--- src/rtl/uart_tx_frame_engine.sv ---
// uart_tx_frame_engine
//   Parametrised UART transmitter with a built-in baud counter. Each word
//   accepted on the valid/ready handshake is sent as:
//     start (low), DATA_BITS data bits LSB first, optional parity, STOP_BITS stop (high).
//   Every serial bit lasts exactly CLKS_PER_BIT clk cycles.
//
// Parameters
//   CLKS_PER_BIT  clk cycles per serial bit (>= 2)
//   DATA_BITS     data bits per frame (5..9)
//   PARITY        0 = none, 1 = odd, 2 = even
//   STOP_BITS     stop bits per frame (1 or 2)
//
// Ports
//   clk         system clock, rising edge
//   reset       synchronous, active-high reset
//   tx_data     word to send, sampled only on accept
//   tx_valid    source presents a word on tx_data
//   tx_ready    high only while idle; accept = tx_valid & tx_ready
//   tx          registered serial output, idle high
//   busy        high from the cycle after accept until the frame ends
//   frame_done  one-cycle pulse in the first idle cycle after a complete frame

module uart_tx_frame_engine #(
    parameter int CLKS_PER_BIT = 434,
    parameter int DATA_BITS    = 8,
    parameter int PARITY       = 0,
    parameter int STOP_BITS    = 1
) (
    input  logic                 clk,
    input  logic                 reset,
    input  logic [DATA_BITS-1:0] tx_data,
    input  logic                 tx_valid,
    output logic                 tx_ready,
    output logic                 tx,
    output logic                 busy,
    output logic                 frame_done
);

    generate
        if (CLKS_PER_BIT < 2) begin : g_bad_clks_per_bit
            $error("uart_tx_frame_engine: CLKS_PER_BIT must be >= 2");
        end
        if (DATA_BITS < 5 || DATA_BITS > 9) begin : g_bad_data_bits
            $error("uart_tx_frame_engine: DATA_BITS must be in 5..9");
        end
        if (PARITY < 0 || PARITY > 2) begin : g_bad_parity
            $error("uart_tx_frame_engine: PARITY must be 0, 1 or 2");
        end
        if (STOP_BITS < 1 || STOP_BITS > 2) begin : g_bad_stop_bits
            $error("uart_tx_frame_engine: STOP_BITS must be 1 or 2");
        end
    endgenerate

    localparam int BAUD_W = $clog2(CLKS_PER_BIT);
    localparam int BIT_W  = $clog2(DATA_BITS) + 1;

    localparam logic [BAUD_W-1:0] BAUD_LAST = BAUD_W'(CLKS_PER_BIT - 1);
    localparam logic [BIT_W-1:0]  DATA_LAST = BIT_W'(DATA_BITS - 1);
    localparam logic [BIT_W-1:0]  STOP_LAST = BIT_W'(STOP_BITS - 1);

    typedef enum logic [2:0] {
        S_IDLE,
        S_START,
        S_DATA,
        S_PARITY,
        S_STOP
    } state_t;

    state_t               state, state_next;
    logic [BAUD_W-1:0]    baud_cnt, baud_cnt_next;
    logic [BIT_W-1:0]     bit_cnt, bit_cnt_next;     // data bit index, reused as stop-bit index
    logic [DATA_BITS-1:0] shift_reg, shift_reg_next;
    logic                 parity_bit, parity_bit_next;
    logic                 tx_next;
    logic                 frame_done_next;
    logic                 bit_end;

    // Last clk cycle of the current serial bit.
    assign bit_end  = (baud_cnt == BAUD_LAST);
    assign tx_ready = (state == S_IDLE);
    assign busy     = (state != S_IDLE);

    // NOTE: state is updated with non-blocking assignments so every register
    // samples the pre-edge values; blocking here would create order-dependent races.
    always_ff @(posedge clk) begin
        if (reset) begin
            state      <= S_IDLE;
            baud_cnt   <= '0;
            bit_cnt    <= '0;
            shift_reg  <= '0;
            parity_bit <= 1'b0;
            tx         <= 1'b1;
            frame_done <= 1'b0;
        end else begin
            state      <= state_next;
            baud_cnt   <= baud_cnt_next;
            bit_cnt    <= bit_cnt_next;
            shift_reg  <= shift_reg_next;
            parity_bit <= parity_bit_next;
            tx         <= tx_next;
            frame_done <= frame_done_next;
        end
    end

    // tx is computed one cycle ahead and registered, so it only moves on a
    // bit boundary (or reset) and never glitches.
    always_comb begin
        // NOTE: every output of this block gets a default first; a path that
        // leaves one unassigned would infer a latch.
        state_next      = state;
        baud_cnt_next   = baud_cnt;
        bit_cnt_next    = bit_cnt;
        shift_reg_next  = shift_reg;
        parity_bit_next = parity_bit;
        tx_next         = tx;
        frame_done_next = 1'b0;

        if (state != S_IDLE) begin
            baud_cnt_next = bit_end ? '0 : baud_cnt + BAUD_W'(1);
        end

        case (state)
            S_IDLE: begin
                baud_cnt_next = '0;
                bit_cnt_next  = '0;
                tx_next       = 1'b1;
                if (tx_valid) begin
                    shift_reg_next  = tx_data;
                    // Odd: complement of the data's XOR; even: the XOR itself.
                    parity_bit_next = (PARITY == 1) ? ~^tx_data : ^tx_data;
                    tx_next         = 1'b0;
                    state_next      = S_START;
                end
            end

            S_START: begin
                if (bit_end) begin
                    tx_next        = shift_reg[0];
                    shift_reg_next = shift_reg >> 1;
                    bit_cnt_next   = '0;
                    state_next     = S_DATA;
                end
            end

            S_DATA: begin
                if (bit_end) begin
                    if (bit_cnt == DATA_LAST) begin
                        bit_cnt_next = '0;
                        if (PARITY != 0) begin
                            tx_next    = parity_bit;
                            state_next = S_PARITY;
                        end else begin
                            tx_next    = 1'b1;
                            state_next = S_STOP;
                        end
                    end else begin
                        tx_next        = shift_reg[0];
                        shift_reg_next = shift_reg >> 1;
                        bit_cnt_next   = bit_cnt + BIT_W'(1);
                    end
                end
            end

            S_PARITY: begin
                if (bit_end) begin
                    tx_next    = 1'b1;
                    state_next = S_STOP;
                end
            end

            S_STOP: begin
                if (bit_end) begin
                    if (bit_cnt == STOP_LAST) begin
                        frame_done_next = 1'b1;
                        state_next      = S_IDLE;
                    end else begin
                        bit_cnt_next = bit_cnt + BIT_W'(1);
                    end
                end
            end

            default: begin
                tx_next    = 1'b1;
                state_next = S_IDLE;
            end
        endcase
    end

endmodule

--- config.mk ---
export PLATFORM = sky130hd
export DESIGN_NAME = uart_tx_frame_engine
export DESIGN_NICKNAME = d
export VERILOG_FILES = /design/src/rtl/uart_tx_frame_engine.sv
export SDC_FILE = /design/constraint.sdc
export NUM_CORES = 1
export LEC_CHECK = 0
export CORE_MARGIN = 2
export CORE_UTILIZATION = 45
export CTS_CLUSTER_DIAMETER = 200
export DETAILED_ROUTE_END_ITERATION = 6
export GPL_TIMING_DRIVEN = 0
export PLACE_DENSITY = 0.66
export SYNTH_ARGS = -nofsm -noshare
export SYNTH_HDL_FRONTEND = slang
export SYNTH_SLANG_ARGS = --single-unit
--- constraint.sdc ---
create_clock -name clk -period 2 [get_ports clk]
set_clock_uncertainty 0.15 [all_clocks]
set_input_delay 0.4 -clock clk [delete_from_list [all_inputs] [get_ports clk]]
set_output_delay 0.4 -clock clk [all_outputs]
set_load 0.005 [all_outputs]
* After elaboration in Yosys (flattened, before gate mapping)
Index checks and enable logic that the tools add are counted.
** Word-level totals
- Output and inout port bits :: 4
- Input bits :: 11
- Logic and storage cells :: 63
- Register bits :: 26
** Cells by class
- Muxes and demuxes :: 27
- Reductions and logical operators :: 11
- Bitwise logic cells :: 2
- $add $sub $neg :: 2
- Equality and inequality tests :: 15
** Operators by type and width (number)
- $mux 8 :: 4
- $pmux 8 s3 :: 1
- $mux 3 :: 7
- $mux 4 :: 5
- $ne 2x2->1 const B :: 9
- $pmux 4 s4 :: 1
- $pmux 3 s5 :: 1
- $reduce_and 5->1 :: 2
- $add 9x1->9 const B :: 1
- $eq 9x9->1 const B :: 1
- $mux 9 :: 1
- $reduce_and 7->1 :: 1
- $eq 3x2->1 const B :: 2
- $mux 1 :: 6
- $reduce_bool 3->1 :: 2
- $pmux 1 s5 :: 1
- $add 4x1->4 const B :: 1
- $eq 4x3->1 const B :: 1
- $logic_not 4->1 :: 1
- $reduce_and 4->1 :: 1
- $reduce_bool 4->1 :: 1
- $eq 3x1->1 const B :: 1
- $eq 3x3->1 const B :: 1
- $logic_not 3->1 :: 1
- other kinds (3) :: 4

* Logic depth before layout (Yosys ltp)
Gate-level depths: netlist (run 1).
- Word-level depth :: 4
- Depth in mapped cells :: 7
- Mapped depth without buffers :: 6

* Worst setup path before layout (run 1)
Ideal clock, no wire load.
- Path type :: register to register
- From :: register baud_cnt[1]
- To :: register shift_reg[0]
- Cell stages (with the launch flop) :: 8
- Buffers on the path :: 1
- Data required time :: 1.759 ns
- Library setup time :: 0.091 ns
- Arrival time :: 1.484 ns
- Slack :: 0.275 ns
- Path through :: dfxtp_1 inv_1 ha_1 and4b_1 clkbuf_1 a211oi_2 nor2_2 a311oi_1
** Between the ends
- Longest elaborated chain between the ends :: 3
** Ends and longest elaborated chain
- start, declared :: RTL line 70 : logic [BAUD_W-1:0] baud_cnt, baud_cnt_next;
- start signal, assigned :: RTL line 96 : baud_cnt <= baud_cnt_next;
- $eq 9x9->1 * :: RTL line 79 : assign bit_end = (baud_cnt == BAUD_LAST);
- $ne 2x2->1 (no source line)
- $reduce_and 5->1 (no source line) *
- end signal, assigned :: RTL line 98 : shift_reg <= shift_reg_next;
- end, declared :: RTL line 72 : logic [DATA_BITS-1:0] shift_reg, shift_reg_next;
Mark *: on every way between the ends. The rest lies on a longest branch, timed or not.
A chain may end at the register's enable or synchronous reset.

* Worst setup path after layout (run 1)
- From :: register state[1]
- To :: output busy
** Between the ends
- Longest elaborated chain between the ends :: 1
** Ends and longest elaborated chain
- start, declared :: RTL line 69 : state_t state, state_next;
- start signal, assigned :: RTL line 95 : state <= state_next;
- $reduce_bool 3->1 :: RTL line 81 : assign busy = (state != S_IDLE);
- end, declared :: RTL line 35 : output logic busy,
Every way passes these cells.

==> results.md, run 1 <==
* Grt ovf at 0
* Power Internal at 0.0007470 W
* Power share of the clock group at 26.7%
* FF+latch count, synth at 26
* Vias in the first global route at 1230
* Post-synthesis sequential area ratio at 37.75%
* Final worst slack at 52.28 ps
* CP Launch Type: flip-flop
* CP arrival at 1400 ps
* Filler cells at 270
* Mapped Nets at 172
* Synth cell types at 45
* Initial antenna violation count at 0
* Async S/R FF share, synth at 0%
* Via Count at 1265
* Die ar. at 3523 um^2
* RSZ-0062 raised after global routing: true
* CTS tree: done
* Routed len/inst at 15.13 um
* Input/output buffers at 13
* Max VDD drop at 0.3563 mV
* Pre-CTS setup slack at -74.56 ps
* CTS HTree Levels at 1
* Net switching power at 0.0002768 W
* Clock root buffer: clkbuf_4
* Initial Utilization at 46.30%
* Final hold slack at 332.5 ps
* Least-Margin Pin Slew at 516.3 ps
* Routability congestion estimate at 0.8364
* Core region area at 2978 um^2
* Fmax at 513.4 MHz
* Cells after Synth at 157
* Area contributors post-synth: dfxtp_1 38%, a21oi_1 6.2%, a311oi_1 4.4%
* Slew headroom at 65.41%
* Most used routing layer: met2
* M1 GR Usage at 25.57%
* Later-pin clock latency in the skew report at 340 ps
* GRT Resource Usage Total at 19.47%
* Final Max Slew Viols at 0
* Leak at 0.5623 nW
* PwrDens at 619.9 nW/um^2
* Pin count of the biggest net entering global routing at 15
* Status: finished, final reports clean
* Worst-case clock buffer depth at 2
* Initial DRC count at 66
* Synth area leader: dfxtp_1
* Max reg flops at 9
* Logic pwr share at 18.3%
* Nature of the critical path endpoint: primary output
* Critical Path Fanout Max at 10
* Ant diodes at 0
* Hold crit path type: flip-flop to flip-flop
* Max Cap Viol at 0
* EDFF count, synth at 0
* Main flop type after synthesis: dfxtp_1
* Clock transition at path regs at 140 ps
* Detailed placement HPWL at 2270 um
* Fin nets at 194
* Via-per-instance ratio at 5.995
* Total power draw at 0.001024 W
* IO Count at 15
* Synthesized area per cell at 8.782 um^2
* Yosys top cell area share at 37.75%
* Setup-failing EPs final at 0
* CP Data Required Time at 1450 ps
* WS Path Type: flip-flop to primary output
* TritonCTS Sinks at 26
* DRT Pass-1 Iters at 4
* Hold Vio Cnt, Final at 0
* Switching Fraction at 27.04%
* Number of buffers created by CTS at 3
* Final worst-path cycle share at 97.39%
* Die width at 59.36 um
* Met2 Use GR at 32.97%
* Routed Antenna Nets at 0
* Die height at 59.36 um
* DRC viols at 0
* Row Count at 20
* Layout cells sized above 1 at 14.61%
* Seq pwr share at 54.9%
* First-pass GRT wire length at 5326 um
* Mapped cell area at 1379 um^2
* Drt total wl at 3193 um
* GR Util met3 at 3.275%
* Fin crit period at 1948 ps
* YS warnings at 0
* P&R area growth vs syn at 19.78%
## path summary, 6_finish.rpt
| path | from | to | slack (ps) | depth (start not counted) |
|---|---|---|---|---|
| hold / removal | baud_cnt[0] | baud_cnt[0] | 330 | 1 |
| hold reg to reg | baud_cnt[0] | baud_cnt[0] | 330 | 1 |
| setup / recovery | state[1] | busy | 50 | 4 |
| setup reg to reg | state[1] | tx | 60 | 5 |
## power groups by stage
stage | clock network (W) | registers (W) | logic [W]
6_report | 0.000274 | 0.000562 | 0.000188
5_1_grt | 0.000294 | 0.000565 | 0.000209
4_1_cts | 0.000279 | 0.000564 | 0.000181
3_5_place_dp | 0 | 0.000574 | 0.000170
3_3_place_gp | 0 | 0.000573 | 0.000165
2_1_floorplan | 0 | 0.000571 | 0.000110
## layout make-up
cell class / instances / area [um^2] / area share [%]
inverters: 4 / 15.01 / 0.9091
plain buffers: 6 / 38.79 / 2.348
clock buffers: 4 / 36.28 / 2.197
repair buffers: 18 / 165.2 / 10.00
multi-input cells: 120 / 829.5 / 50.23
well taps: 33 / 41.29 / 2.500
flip-flops and latches: 26 / 525.5 / 31.82
## repair_timing
item / in CTS / in global routing
hold buffers: 0 / 0
cloned: 0 / 0
endpoints found under the setup margin: 3 / 9
gates resized for setup: 8 / 6
pin swaps: 1 / 2
buffers inserted: 3 / 2
## layer usage
| layer | wire (um) | vias up |
|---|---|---|
| met1 | 1464 | 612 |
| li1 | - | 628 |
| met2 | 1612 | 21 |
| met4 | 29 | 0 |
| met5 | 0 | - |
| met3 | 86 | 4 |
## synthesized netlist by cell type, drive strengths merged (2+ instances only)
cell / number
dfxtp: 26
a21oi: 17
nor2: 15
o21ai: 14
nand2: 10
a311oi: 7
xnor2: 7
nand3: 6
nor3: 5
buf: 4
ha: 4
inv: 4
clkbuf: 3
nand4: 3
or3b: 3
a211o: 2
a211oi: 2
a21o: 2
nand4b: 2
nor4b: 2
o21bai: 2
xor2: 2
## per-stage QoR
step	setup TNS (ps)	utilization [%]	instance area [um^2]	cells
3_5_place_dp	-552.6	52.06	1550	203
3_3_place_gp	-438.1	52.06	1550	203
2_1_floorplan	0	-	1379	157
5_1_grt	-10.48	55.46	1652	211
4_1_cts	0	54.71	1629	210
6_report	0	55.46	1652	211
## logic make-up (layout without fill, tap and decap cells)
kind of cell | count (synthesis) | count (layout) | share of synthesized area (%)
xor gates and xnor gates | 9 | 9 | 5.717
and+or+nand+nor | 56 | 56 | 23.69
AOI/OAI and AO/OA | 51 | 51 | 25.50
DFF | 26 | 26 | 37.75
buffers and inverters | 11 | 32 | 3.720
adders and majority gates | 4 | 4 | 3.630
## placed cells by master (no fill, tap or decap), types with 2 or more instances in the layout
master            n
xnor2_1           6
clkbuf_1          2
clkdlybuf4s50_1  11
a21o_1            2
a311oi_1          7
o21ai_1           6
buf_4             4
nand2_1          10
xor2_1            2
nand4_1           3
a21oi_1          17
nor2_1           13
clkbuf_4          3
nor2_2            2
dfxtp_1          24
inv_1             3
buf_6             3
nor3_1            4
nand3_1           6
or3b_1            2
o21ai_0           8
nand4b_1          2
o21bai_1          2
nor4b_1           2
ha_1              4
## critical path, cell delays in order (launching register included)
cell and delay (ps):
dfxtp_4 380, buf_6 140, nor3_4 230, inv_2 50
dlygate4sd2_1 260
(Power assumes the default switching activity.)
==> run 2, diff against run 1 <==
- ABC_CLOCK_PERIOD_IN_PS: unset -> 2000
==> results of run 2 <==
No change in the layout: final DEF, timing and power equal those of run 1.
==> edit: new RTL, settings of run 2 <==
Set the parameter `CLKS_PER_BIT` to 868 (it was 434).
--- a/src/rtl/uart_tx_frame_engine.sv
+++ b/src/rtl/uart_tx_frame_engine.sv
@@ -23,3 +23,3 @@
 module uart_tx_frame_engine #(
-    parameter int CLKS_PER_BIT = 434,
+    parameter int CLKS_PER_BIT = 868,
     parameter int DATA_BITS    = 8,
Formal check against the unedited RTL: same outputs for any inputs over 10 cycles, from zero or initial values and one cycle with reset high; that may be too few to reach the edited logic, so the function may still have changed.
==> edit against run 2 <==
Worst setup slack worse by 0.049 ns; worst hold slack better by 0.00075 ns; wire length down 1.9%; synthesized cell count up 0.64%; die area up 1.1%; non-clock buffer count up 16; sequential cell count up 1; area after synthesis up 1.2%; largest power group unchanged; via count up 0.47%; design area up 13%; power up 0.88%; first-iteration DRC count down 55%; critical path depth up 2; utilization up 6.6 points.
==> edit: results (changes against run 2) <==
{| class="wikitable"
! Metric !! Value
|-
| Result of the run || finished, final reports clean
|-
| Reg-to-Reg Start || bit_cnt[0]
|-
| DP HPWL || 2060 um (-9.1%)
|-
| First DRT Iteration DRCs || 30 (-55%)
|-
| Worst-path maximum fanout || 3 (-7)
|-
| Combined flip-flop and latch cell area || 553 um^2 (+5.2%)
|-
| Global-route met3 utilization || 2.60% (-0.68 points)
|-
| Buffering overhead || 18.7% (+6.3 points)
|-
| Maximum clock frequency || 501 MHz (-2.5%)
|-
| Count of flip-flops and latches || 27 (+3.8%)
|-
| Final Net Count || 208 (+7.2%)
|-
| Non-Clock Buffer Count || 40 (+67%)
|-
| Instance count of the mapped netlist || 158 (+0.64%)
|-
| Worst setup slack for register-to-register paths || 0.003 ns (-0.06 ns)
|-
| Met1 GRT Util || 23.4% (-2.2 points)
|-
| Hold Path End || shift_reg[7]
|-
| Worst supply voltage drop on vdd || 0.429 mV (+20%)
|-
| DP Worst Slack || -0.204 ns (-0.129 ns)
|-
| Final GP Congestion || 0.755 (-9.7%)
|-
| Placed cell count || 205 (+0.99%)
|-
| Routed WL per cell || 13.9 um (-8.4%)
|-
| Fraction of synthesized cell area taken by the top area cell type || 38.7% (+0.99 points)
|-
| Multi-input combinational area share || 47.2% (-3.0 points)
|-
| Routed met2 length || 1640 um (+1.6%)
|-
| Synth unique cells || 46 (+2.2%)
|-
| Post-layout instance count excluding filler cells || 226 (+7.1%)
|-
| Portion of netlist area occupied by mux cells || 5.74% (+5.7 points)
|-
| Top cell family by delay on the critical path || compound AO/OA/AOI/OAI gates
|-
| Routed length on met3 || 53 um (-38%)
|-
| Ranking of synthesized cells by instance count || 27 x sky130_fd_sc_hd__dfxtp_1, 27 x sky130_fd_sc_hd__nor2_1, 8 x sky130_fd_sc_hd__mux2i_1
|-
| Share of the yosys chip area belonging to registers || 38.7% (+0.99 points)
|-
| Relative slew slack || 63.1% (-2.3 points)
|-
| Fraction of power spent switching nets || 26.6% (-0.42 points)
|-
| Count of fill cells added during filler insertion || 271 (+0.37%)
|-
| DP Area || 1590 um^2 (+2.7%)
|-
| XOR/XNOR Fraction of Synth Area || 5.65% (-0.067 points)
|-
| Share of cells above drive strength 1 || 30.1% (+15 points)
|-
| Routed metal-1 wirelength || 1400 um (-4.7%)
|-
| First-pass GRT wire length || 5370 um (+0.79%)
|}
-- edit: cell types whose count changed in the layout (fill, tap and decap cells not counted), moves of 8 or more --
cell / delta
sky130_fd_sc_hd__buf_4: +13
sky130_fd_sc_hd__mux2i_1: +8
sky130_fd_sc_hd__a21oi_1: -13
sky130_fd_sc_hd__nor2_1: +13
-- edit: power groups by stage --
| stage | Sequential [mW] | Combinational, mW | Clock, mW |
|---|---|---|---|
| finish | 0.576 | 0.214 | 0.243 |
| global route | 0.579 | 0.234 | 0.262 |
| CTS | 0.575 | 0.197 | 0.246 |
| detailed placement | 0.588 | 0.150 | 0 |
| global placement | 0.587 | 0.146 | 0 |
| floorplan | 0.585 | 0.0992 | 0 |
-- edit: timing repair --
| action | 4_1_cts | 5_1_grt |
|---|---|---|
| resized for setup | 22 | 16 |
| endpoints found under the setup margin | 15 | 17 |
| gates cloned | 1 | 0 |
| pin swaps | 9 | 10 |
| buffers inserted | 17 | 2 |
